[config.mk]
export PLATFORM = sky130hd
export DESIGN_NAME = seqrep_monitor
export DESIGN_NICKNAME = d
export VERILOG_FILES = /design/src/rtl/seqrep_monitor.sv
export SDC_FILE = /design/constraint.sdc
export NUM_CORES = 1
export LEC_CHECK = 0
export CORE_ASPECT_RATIO = 1.2
export CORE_MARGIN = 5
export CORE_UTILIZATION = 35
export CTS_BUF_LIST = sky130_fd_sc_hd__clkbuf_4 sky130_fd_sc_hd__clkbuf_8 sky130_fd_sc_hd__clkbuf_16
export CTS_CLUSTER_DIAMETER = 30
export CTS_CLUSTER_SIZE = 14
export DETAILED_ROUTE_END_ITERATION = 12
export GPL_TIMING_DRIVEN = 0
export SETUP_SLACK_MARGIN = 0.15
export SYNTH_ARGS = -nofsm -noshare
export SYNTH_HDL_FRONTEND = slang
export SYNTH_SLANG_ARGS = --single-unit
[constraint.sdc]
create_clock -name clk -period 10.6 [get_ports clk]
set_input_delay 2.12 -clock clk [delete_from_list [all_inputs] [get_ports clk]]
set_output_delay 2.12 -clock clk [all_outputs]
set_load 0.01 [all_outputs]
[src/rtl/seqrep_monitor.sv]
// Checker/scheduler for a bounded consecutive-repetition sequence expr[*lo:hi].
// Tracks overlapping attempts in a one-hot-per-length alive vector and reports events and statistics.
module seqrep_monitor #(
    parameter int HMAX = 8,
    parameter int CW   = 16
) (
    input  logic                        clk,
    input  logic                        rst_n,
    input  logic                        go,
    input  logic                        stop,
    input  logic [$clog2(HMAX+1)-1:0]   cfg_lo,
    input  logic [$clog2(HMAX+1)-1:0]   cfg_hi,
    input  logic                        start,
    input  logic                        expr,
    output logic                        busy,
    output logic                        cfg_err,
    output logic                        pass_o,
    output logic                        fail_o,
    output logic                        match_o,
    output logic                        done_o,
    output logic [CW-1:0]               att_cnt,
    output logic [CW-1:0]               pass_cnt,
    output logic [CW-1:0]               fail_cnt,
    output logic [CW-1:0]               match_cnt
);

    localparam int LW = $clog2(HMAX + 1);
    localparam int NW = $clog2(HMAX + 2);

    typedef enum logic [1:0] {IDLE, RUN, DRAIN} state_t;

    state_t            state;
    logic [LW-1:0]     lo;
    logic [LW-1:0]     hi;
    logic [HMAX-1:0]   v;
    logic [HMAX-1:0]   v_next;
    logic              s;
    logic              cfg_ok;
    logic              pass_n;
    logic [NW-1:0]     fail_num;
    logic [NW-1:0]     match_num;

    assign s      = start && (state == RUN);
    assign cfg_ok = (cfg_lo != '0) && (cfg_lo <= cfg_hi) && (cfg_hi <= LW'(HMAX));

    // Widened sum so a multi-attempt increment can never wrap past all-ones.
    function automatic logic [CW-1:0] sat_add(input logic [CW-1:0] a, input logic [NW-1:0] b);
        logic [CW+NW-1:0] sum;
        sum = (CW+NW)'(a) + (CW+NW)'(b);
        if (sum > (CW+NW)'({CW{1'b1}}))
            return {CW{1'b1}};
        return sum[CW-1:0];
    endfunction

    always_comb begin
        v_next    = '0;
        pass_n    = 1'b0;
        fail_num  = '0;
        match_num = '0;
        v_next[0] = s & expr;
        for (int k = 1; k < HMAX; k++) begin
            if (k < int'(hi))
                v_next[k] = v[k-1] & expr;
        end
        if (s && !expr)
            fail_num = NW'(1);
        // Lengths are k+1: fails die short of lo, a pass is the new length-lo entry.
        for (int k = 0; k < HMAX; k++) begin
            if (!expr && v[k] && (k + 1 < int'(lo)))
                fail_num = fail_num + NW'(1);
            if (v_next[k] && (k + 1 >= int'(lo)) && (k + 1 <= int'(hi)))
                match_num = match_num + NW'(1);
            if (v_next[k] && (k + 1 == int'(lo)))
                pass_n = 1'b1;
        end
    end

    always_ff @(posedge clk or negedge rst_n) begin
        if (!rst_n) begin
            state     <= IDLE;
            lo        <= LW'(1);
            hi        <= LW'(1);
            v         <= '0;
            busy      <= 1'b0;
            cfg_err   <= 1'b0;
            pass_o    <= 1'b0;
            fail_o    <= 1'b0;
            match_o   <= 1'b0;
            done_o    <= 1'b0;
            att_cnt   <= '0;
            pass_cnt  <= '0;
            fail_cnt  <= '0;
            match_cnt <= '0;
        end else begin
            v         <= v_next;
            pass_o    <= pass_n;
            fail_o    <= (fail_num != '0);
            match_o   <= (match_num != '0);
            done_o    <= 1'b0;
            att_cnt   <= sat_add(att_cnt, NW'(s));
            pass_cnt  <= sat_add(pass_cnt, NW'(pass_n));
            fail_cnt  <= sat_add(fail_cnt, fail_num);
            match_cnt <= sat_add(match_cnt, match_num);
            case (state)
                IDLE: begin
                    if (go) begin
                        if (cfg_ok) begin
                            lo        <= cfg_lo;
                            hi        <= cfg_hi;
                            cfg_err   <= 1'b0;
                            state     <= RUN;
                            busy      <= 1'b1;
                            att_cnt   <= '0;
                            pass_cnt  <= '0;
                            fail_cnt  <= '0;
                            match_cnt <= '0;
                        end else begin
                            cfg_err <= 1'b1;
                        end
                    end
                end
                RUN: begin
                    if (stop)
                        state <= DRAIN;
                end
                DRAIN: begin
                    // Attempts keep evaluating here; leave only once nothing is alive.
                    if (v == '0) begin
                        state  <= IDLE;
                        busy   <= 1'b0;
                        done_o <= 1'b1;
                    end
                end
                default: state <= IDLE;
            endcase
        end
    end

endmodule

==> results of run 1 <==
-- metal layers --
layer,vias up,track usage,part of all wire
li1,2399,-,-
met1,2407,0.187,0.43
met2,99,0.270,0.50
met3,32,0.0316,0.037
met4,0,0.0706,0.030
met5,-,0,0
-- kinds of logic (layout without fill, tap and decap cells) --
logic type | Yosys count | in the layout | synth area share
AO/OA/AOI/OAI | 142 | 142 | 0.149
XOR/XNOR | 83 | 83 | 0.140
adder cells (fa/ha/maj) | 37 | 37 | 0.0815
buffers and inverters | 58 | 158 | 0.0418
flip-flops | 88 | 88 | 0.376
multiplexers | 14 | 14 | 0.0284
other | 0 | 1 | 0
AND/OR/NAND/NOR | 207 | 207 | 0.183
-- cell usage after synthesis (all sizes together) (3+ instances only) --
master | number | share of area
and3 | 16 | 0.017
inv | 35 | 0.022
or4 | 4 | 0.0058
o21ai | 19 | 0.017
nor3b | 6 | 0.0077
nor2 | 47 | 0.030
mux2 | 11 | 0.021
nand3b | 3 | 0.0038
nor4 | 3 | 0.0032
xnor3 | 5 | 0.020
nand2 | 43 | 0.028
a21o | 9 | 0.012
a211o | 3 | 0.0047
xnor2 | 43 | 0.064
a31oi | 8 | 0.0085
buf | 7 | 0.0092
and2 | 6 | 0.0064
a211oi | 7 | 0.011
nand2b | 6 | 0.0064
nand4 | 7 | 0.0075
a21oi | 76 | 0.067
nor4b | 3 | 0.0045
nor3 | 16 | 0.015
xor2 | 34 | 0.052
ha | 35 | 0.075
clkbuf | 16 | 0.010
nand3 | 29 | 0.025
nor2b | 9 | 0.0096
dfrtp | 86 | 0.37
-- power groups by stage --
| stage | Sequential, W | Clock, W | Combinational (W) |
|---|---|---|---|
| finish | 0.000398 | 0.000302 | 0.000218 |
| global route | 0.000403 | 0.000325 | 0.000242 |
| CTS | 0.000398 | 0.000311 | 0.000220 |
| detailed placement | 0.000405 | 0 | 0.000219 |
| global placement | 0.000404 | 0 | 0.000213 |
| floorplan | 0.000404 | 0 | 0.000129 |
-- final timing paths --
| kind | end | slack [ps] | cells past startpoint |
|---|---|---|---|
| max in group asynchronous | hi[0] | 8250 | 2 |
| max reg2reg | fail_cnt[10] | 3360 | 30 |
| max | fail_cnt[10] | 1450 | 30 |
| min | done_o | 510 | 1 |
| min reg2reg | done_o | 510 | 1 |
| min in group asynchronous | pass_cnt[11] | 1690 | 1 |
-- registers in the layout, indices dropped and copies added, names as in the netlist --
name / cells
att_cnt: 16
fail_cnt: 16
match_cnt: 16
pass_cnt: 16
v: 8
hi: 4
lo: 4
state: 2
busy: 1
cfg_err: 1
done_o: 1
fail_o: 1
match_o: 1
pass_o: 1
-- layout make-up --
| cell class | count | share of cell area |
|---|---|---|
| Sequential cell | 88 | 0.303 |
| Buffer | 23 | 0.0157 |
| Clock buffer | 12 | 0.0349 |
| Multi-Input combinational cell | 483 | 0.470 |
| Clock inverter | 4 | 0.00413 |
| Timing Repair Buffer | 84 | 0.118 |
| Inverter | 35 | 0.0181 |
| Antenna cell | 1 | 0.000344 |
| Tap cell | 212 | 0.0365 |
-- metrics by stage --
stage          instance area [um^2]  hold WS, ps
2_1_floorplan                  5860          459
3_3_place_gp                   6960          485
3_5_place_dp                   6990          505
4_1_cts                        7270          513
5_1_grt                        7270          530
6_report                       7270          508
==> metrics.txt, run 1 <==
Final Critical Period=slightly above 9000 ps; crit-path most repeated cell=ha_1; RSZ-0062 raised after global routing=false; GRT Total Usage=0.156; leak pwr=approximately 3.3 nW; CTS buffer count=9; critical-path maximum fanout=10; placer congestion estimate=around 0.91; first-pass GRT wire length=roughly 25000 um; ys flop type=dfrtp_1; Peak VDD IR=slightly below 0.08 mV; cell area power density=126 mW/mm^2; MaxCap Viol Count=0; Clock Tree Root=clkbuf_16; synth warn=0; CTS clk-pin slew, worst paths=70 ps; slew margin rel.=0.544; synthesized cell area=0.00586 mm^2; final non-filler cell total=~940; Hold-fix buffers, CTS=0; Yosys reg bits=approximately 90; placed cell count=925; Post-synth EDFFs=0; Worst-Skew Late Latency=between 300 and 400 ps; Buffers on Ports=83; Reg area=approximately 0.0022 mm^2; Avg WL per Cell=roughly 16 um; Setup Skew=between 8 and 9 ps; P&R area growth vs syn=24.0%; post-DP HPWL=between 10000 and 15000 um; Mean Syn Cell Area=about 9.3 um^2; crit-path leading delay family=adder cells; TritonRoute pass-1 iters=4; number of global-route vias before repair=5142; Die Wd=between 100 and 150 um; row count=51; chip height=152 um; First DRT Iteration DRCs=about 160; I/O Pins=84; Max stage delay cell, worst path=or3b_2; fillers=between 1500 and 2000; vias post-DR=about 5000; Antenna Nets Post-Route=0; CTS sink cnt=between 80 and 90; WL final=15000 um; CP Capture Type=register; Max clock buf depth=2; Async SR Flop Fraction=1.00; CTS tree=done; Clock Power Share=0.329; initial antenna violation count=1; Cells after Synth=629; Min-Delay Startpoint=state[0]; register area share after synthesis=0.376; starting density of the core=0.359; Crit path largest cell delay=about 550 ps; Int Pwr=0.000634 W; worst path buffer plus inverter count=6; grt total ovfl=0; Final Hold Viols=0; Crit Reg-Reg Startpoint=lo[3]; Setup WS post-layout=~1400 ps; Slew Limit Fails=0; power consumption=around 0.00092 W; combinational power share=0.237; post-CTS sizing=0; Sequential Power Share=0.434; Net Count, Synth=approximately 700; # Post-CTS Setup Buffers=0; area of the multi-input gates=approximately 0.0034 mm^2; H-tree depth=3; startpoint type of the worst setup path=input port; CP Class=in -> reg; nets@finish=about 780; layout cells sized above 1=0.0809; status=complete, no violations; Netlist cell types=72; most common cell after layout, fill and taps aside=dfrtp_1; Via density=5.24; CP required=between 10000 and 15000 ps; largest net degree at the start of global routing=66; DIE AREA=around 0.02 mm^2; most frequent cells in the layout=86 x dfrtp_1, 82 x clkdlybuf4s50_1, 75 x a21oi_1; switching share of total power=0.311; Switch Pwr=0.000285 W; fmax=0.109 GHz; Tcrit/Tclk final=0.863; total negative slack=0 ps; DRC violations left=0; Min-Delay Path Class=reg -> reg; core area=around 0.016 mm^2; crit path DAT=9340 ps; Setup crit start=expr; Final setup viols=0; Setup WS pre-CTS=1090 ps; Slew @ Worst Pin=679 ps; Core Util, Final=0.445
Power figures use the tool's default switching activity.
==> run 2: changes to the inputs <==
--- a/config.mk
+++ b/config.mk
@@ -6,7 +6,7 @@
 export NUM_CORES = 1
 export LEC_CHECK = 0
 export CORE_ASPECT_RATIO = 1.2
-export CORE_MARGIN = 5
+export CORE_MARGIN = 2
 export CORE_UTILIZATION = 35
 export CTS_BUF_LIST = sky130_fd_sc_hd__clkbuf_4 sky130_fd_sc_hd__clkbuf_8 sky130_fd_sc_hd__clkbuf_16
 export CTS_CLUSTER_DIAMETER = 30
==> run 2 against run 1 <==
Net effect:
- utilization up 0.16 points
- sequential power barely moved
- design area is 0.36% higher
- hold slack worse by 14 ps
- power up 3.4%
- combinational power about the same
- register-to-register slack lost 90 ps
- cell count decreased by 0.11%
- maximum frequency shrank 0.99%
- critical path depth stayed put
==> metrics.txt, run 2 (same netlist as run 1, synthesis figures left out) <==
slew margin rel.=0.535 (-0.00918); Setup crit start=expr; first-pass GRT wire length=25600 um (+2.7%); chip height=146 um (-4.0%); Sequential Power Share=0.418 (-0.016); Min-Delay Startpoint=cfg_err; # Post-CTS Setup Buffers=0 (unchanged); GRT Total Usage=0.176 (+0.0199); cell area power density=130 mW/mm^2 (+3.0%); critical-path maximum fanout=10 (unchanged); crit path DAT=9440 ps (+100 ps); Crit Reg-Reg Startpoint=lo[3]; Int Pwr=0.000655 W (+3.4%); Avg WL per Cell=15.8 um (-0.35%); Final setup viols=0 (unchanged); initial antenna violation count=0 (-1); RSZ-0062 raised after global routing=false; Setup WS pre-CTS=1050 ps (-39.6 ps); DIE AREA=0.0178 mm^2 (-8.4%); Final Hold Viols=0 (unchanged); TritonRoute pass-1 iters=4 (unchanged); crit-path most repeated cell=ha_1; combinational power share=0.231 (-0.006); Clock Tree Root=clkbuf_16; placer congestion estimate=0.852 (-6.3%); CTS buffer count=9 (unchanged); most common cell after layout, fill and taps aside=dfrtp_1; Max stage delay cell, worst path=or3b_2; r2r setup slk=3270 ps (-90 ps); post-CTS sizing=0 (unchanged); grt total ovfl=0 (unchanged); CTS tree=done; vias post-DR=4952 (+0.30%); Final Critical Period=9240 ps (+91.5 ps); Min-Delay Path Class=reg -> reg; most frequent cells in the layout=86 x dfrtp_1, 82 x clkdlybuf4s50_1, 75 x a21oi_1; fmax=0.108 GHz (-0.99%); Clock Power Share=0.352 (+0.023); layout cells sized above 1=0.0809 (unchanged); leak pwr=3.27 nW (+0.44%); Die Wd=122 um (-4.7%); CP required=10790 ps (about the same); Slew Limit Fails=0 (unchanged); number of global-route vias before repair=5224 (+1.6%); Ant. Diodes=0 (-1); CP Class=in -> reg; P&R area growth vs syn=24.5%; status=complete, no violations; largest net degree at the start of global routing=62 (-6.1%); Setup WS post-layout=1360 ps (-91.5 ps); Hold-fix buffers, CTS=0 (unchanged); Slew @ Worst Pin=697 ps (+18.6 ps); Buffers on Ports=83 (unchanged); switching share of total power=0.310 (about the same); nets@finish=775 (unchanged); Worst-Skew Late Latency=340 ps (about the same); Crit path largest cell delay=560 ps (about the same); Max clock buf depth=2 (unchanged); Setup Skew=10.2 ps (+2.13 ps); Switch Pwr=0.000295 W (+3.3%); First DRT Iteration DRCs=338 (+110%); core area=0.0163 mm^2 (unchanged); total negative slack=0 ps (unchanged); starting density of the core=0.359 (unchanged); Hold EP=cfg_err; I/O Pins=84 (unchanged); CTS clk-pin slew, worst paths=60 ps (about the same); Tcrit/Tclk final=0.872 (+0.00863); startpoint type of the worst setup path=input port; Worst R2R Path Depth=30 (unchanged); post-DP HPWL=11300 um (-1.9%); CTS sink cnt=88 (unchanged); CP Capture Type=register; WL final=14900 um (-0.45%); R2R Path End=fail_cnt[5]; H-tree depth=3 (unchanged); MaxCap Viol Count=0 (unchanged); Hold Path Depth=2 (+1); Antenna Nets Post-Route=0 (unchanged); fillers=1603 (-0.62%); DRC violations left=0 (unchanged); row count=51 (unchanged); Via density=5.26 (+0.41%); Peak VDD IR=0.0656 mV (-15%)
## run 2: layout make-up
type                    instances  area (um^2)  share of cell area
plain buffers                  23          114              0.0156
clock buffers                  10          239              0.0327
clock inverters                 6         73.8              0.0101
inverters                      35          131              0.0180
multi-input cells             483         3410               0.468
flip-flops and latches         88         2200               0.302
well taps                     212          265              0.0363
repair buffers                 84          856               0.117
## run 2: per-stage QoR
| step | cell area [um^2] | util | hold WS [ps] | total power, W | instances |
|---|---|---|---|---|---|
| 5_1_grt | 7300 | 0.447 | 530 | 0.00100 | 941 |
| 4_1_cts | 7300 | 0.447 | 504 | 0.000960 | 941 |
| 6_report | 7300 | 0.447 | 494 | 0.000950 | 941 |
| 3_5_place_dp | 6990 | 0.428 | 490 | 0.000623 | 925 |
| 2_1_floorplan | 5860 | - | 459 | 0.000533 | 629 |
| 3_3_place_gp | 6960 | 0.426 | 484 | 0.000617 | 924 |
## run 2: layer usage
metal | routed length [um] | global-route usage | up-vias | share of wire
met5 | 0 | 0 | - | 0
met4 | 221 | 0.0598 | 0 | 0.015
met3 | 522 | 0.0317 | 15 | 0.035
met2 | 7690 | 0.304 | 76 | 0.52
met1 | 6470 | 0.220 | 2449 | 0.43
li1 | - | - | 2412 | -
## run 2: worst max-delay path by stage
stage / cells past startpoint / endpoint / slack, ps
final: 30 / fail_cnt[5] / 1360
after global routing: 30 / fail_cnt[13] / 790
after global placement: 30 / fail_cnt[7] / 1210
after CTS: 30 / fail_cnt[9] / 1350
after floorplan: 29 / fail_cnt[10] / 2500
after detailed placement: 30 / fail_cnt[9] / 1050
## run 2: power groups by stage
stage / registers, W / clock network, W / logic, W
6_report: 0.000397 / 0.000334 / 0.000219
5_1_grt: 0.000402 / 0.000356 / 0.000246
4_1_cts: 0.000397 / 0.000342 / 0.000221
3_5_place_dp: 0.000403 / 0 / 0.000220
3_3_place_gp: 0.000403 / 0 / 0.000215
2_1_floorplan: 0.000404 / 0 / 0.000129
## run 2: worst max-delay path: cells and delay by family
family          cells  cell delay (ps)
buf+inv             6             1390
xor+xnor            3              610
simple gates        6             1440
mux                 2              570
compound gates      7             1370
fa+ha+maj           6             1920
==> run 3: changes to the inputs <==
--- a/config.mk
+++ b/config.mk
@@ -6,7 +6,6 @@
 export NUM_CORES = 1
 export LEC_CHECK = 0
 export CORE_ASPECT_RATIO = 1.2
-export CORE_MARGIN = 2
 export CORE_UTILIZATION = 35
 export CTS_BUF_LIST = sky130_fd_sc_hd__clkbuf_4 sky130_fd_sc_hd__clkbuf_8 sky130_fd_sc_hd__clkbuf_16
 export CTS_CLUSTER_DIAMETER = 30
==> run 3 against run 2 <==
Net effect:
- worst setup slack better by 63 ps
- combinational power hardly changed
- via count is 0.87% lower
- critical path type unchanged
- highest routed layer unchanged
==> metrics.txt, run 3 (same netlist as run 1, synthesis figures left out) <==
status=complete, no violations; Worst R2R Path Depth=30 (unchanged); core area=0.0163 mm^2 (unchanged); Slew @ Worst Pin=771 ps (+73.7 ps); Final setup viols=0 (unchanged); layout cells sized above 1=0.0809 (unchanged); crit-path most repeated cell=ha_1; chip height=144 um (-1.4%); Final Critical Period=9180 ps (-63.1 ps); R2R Path End=fail_cnt[13]; crit path DAT=9370 ps (-70 ps); Peak VDD IR=0.0814 mV (+24%); CP Class=in -> reg; CTS clk-pin slew, worst paths=60 ps (about the same); CP required=10790 ps (about the same); starting density of the core=0.359 (unchanged); # Post-CTS Setup Buffers=0 (unchanged); H-tree depth=3 (unchanged); Antenna Nets Post-Route=0 (unchanged); Tcrit/Tclk final=0.866 (-0.00595); startpoint type of the worst setup path=input port; Clock Tree Root=clkbuf_16; row count=51 (unchanged); number of global-route vias before repair=4968 (-4.9%); CTS sink cnt=88 (unchanged); Setup Skew=6.62 ps (-3.56 ps); GRT Total Usage=0.175 (-0.00129); Hold Path Depth=2 (unchanged); vias post-DR=4909 (-0.87%); fillers=1626 (+1.4%); slew margin rel.=0.482 (-0.0528); fin area=0.00728 mm^2 (-0.26%); First DRT Iteration DRCs=218 (-36%); Die Wd=120 um (-1.6%); CP Capture Type=register; grt total ovfl=0 (unchanged); CTS tree=done; DP Area=0.00699 mm^2 (unchanged); leak pwr=3.25 nW (-0.53%); DIE AREA=0.0173 mm^2 (-3.0%); DRC violations left=0 (unchanged); first-pass GRT wire length=24000 um (-6.1%); post-CTS sizing=0 (unchanged); Crit path largest cell delay=550 ps (about the same); placer congestion estimate=0.864 (+1.3%); final non-filler cell total=941 (unchanged); cell area power density=127 mW/mm^2 (-2.4%); most common cell after layout, fill and taps aside=dfrtp_1; Max clock buf depth=2 (unchanged); nets@finish=775 (unchanged); Avg WL per Cell=15.4 um (-2.7%); r2r setup slk=3300 ps (+30 ps); Min-Delay Startpoint=cfg_err; WL final=14500 um (-2.7%); Max stage delay cell, worst path=or3b_2; TritonRoute pass-1 iters=4 (unchanged); most frequent cells in the layout=86 x dfrtp_1, 82 x clkdlybuf4s50_1, 75 x a21oi_1; Hold EP=cfg_err; RSZ-0062 raised after global routing=false; placed cell count=925 (unchanged); Buffers on Ports=83 (unchanged); P&R area growth vs syn=24.1%; CTS buffer count=9 (unchanged); Slew Limit Fails=0 (unchanged); fmax=0.109 GHz (+0.69%); hold_ws=499 ps (+4.94 ps); post-DP HPWL=11100 um (-1.8%); Min-Delay Path Class=reg -> reg; Final Hold Viols=0 (unchanged); Crit Reg-Reg Startpoint=lo[3]; Via density=5.22 (-0.87%); I/O Pins=84 (unchanged); largest net degree at the start of global routing=64 (+3.2%); Hold-fix buffers, CTS=0 (unchanged); total negative slack=0 ps (unchanged); MaxCap Viol Count=0 (unchanged); initial antenna violation count=0 (unchanged); critical-path maximum fanout=10 (unchanged); Ant. Diodes=0 (unchanged); Worst-Skew Late Latency=340 ps (about the same)
-- run 3: changes by cell type in the layout (fill, tap and decap cells not counted), sizes merged --
cell,delta
bufinv,-1
clkbuf,+2
clkinv,-1
clkinvlp,+3
inv,-3
-- run 3: how the worst max path moves through the flow --
stage / slack, ps / start / end
after floorplan: 2500 / expr / fail_cnt[10]
final: 1420 / expr / fail_cnt[13]
after CTS: 1450 / expr / fail_cnt[13]
after global placement: 1210 / expr / fail_cnt[6]
after detailed placement: 1110 / expr / fail_cnt[13]
after global routing: 880 / expr / fail_cnt[13]
-- run 3: routing by layer --
metal / GRT usage / routed length, um / vias up / share of wire
met3: 0.0440 / 670 / 22 / 0.046
met2: 0.298 / 7240 / 95 / 0.50
met4: 0.0737 / 350 / 0 / 0.024
li1: - / - / 2404 / -
met5: 0 / 0 / - / 0
met1: 0.209 / 6250 / 2388 / 0.43
-- run 3: per-stage QoR --
| stage | worst slack [ps] | power (W) | utilization |
|---|---|---|---|
| after floorplan | 2500 | 0.000533 | - |
| after global placement | 1210 | 0.000617 | 0.426 |
| after detailed placement | 1110 | 0.000623 | 0.428 |
| after CTS | 1450 | 0.000935 | 0.446 |
| after global routing | 877 | 0.000971 | 0.446 |
| final | 1420 | 0.000925 | 0.446 |
-- run 3: worst max-delay path: cells and delay by family --
kind	cells	cell delay, ps
AO/OA/AOI/OAI	7	1250
buffers and inverters	6	1400
multiplexers	2	570
adder cells (fa/ha/maj)	6	1900
AND/OR/NAND/NOR	6	1450
XOR/XNOR	3	660
-- run 3: area by class of cell --
cell class                 count  area [um^2]  area share
inverter                      35          131      0.0180
sequential                    88         2200       0.303
tap                          212          265      0.0364
buffer                        23          114      0.0156
clock buffer                  12          267      0.0366
timing repair buffer          84          856       0.118
multi-input combinational    483         3410       0.469
clock inverter                 4         27.5     0.00378
-- run 3: where the power goes --
| part | total [W] | internal, W | switching (W) |
|---|---|---|---|
| logic | 0.000218 | 0.0000950 | 0.000123 |
| registers | 0.000399 | 0.000368 | 0.0000316 |
| clock network | 0.000308 | 0.000178 | 0.000130 |
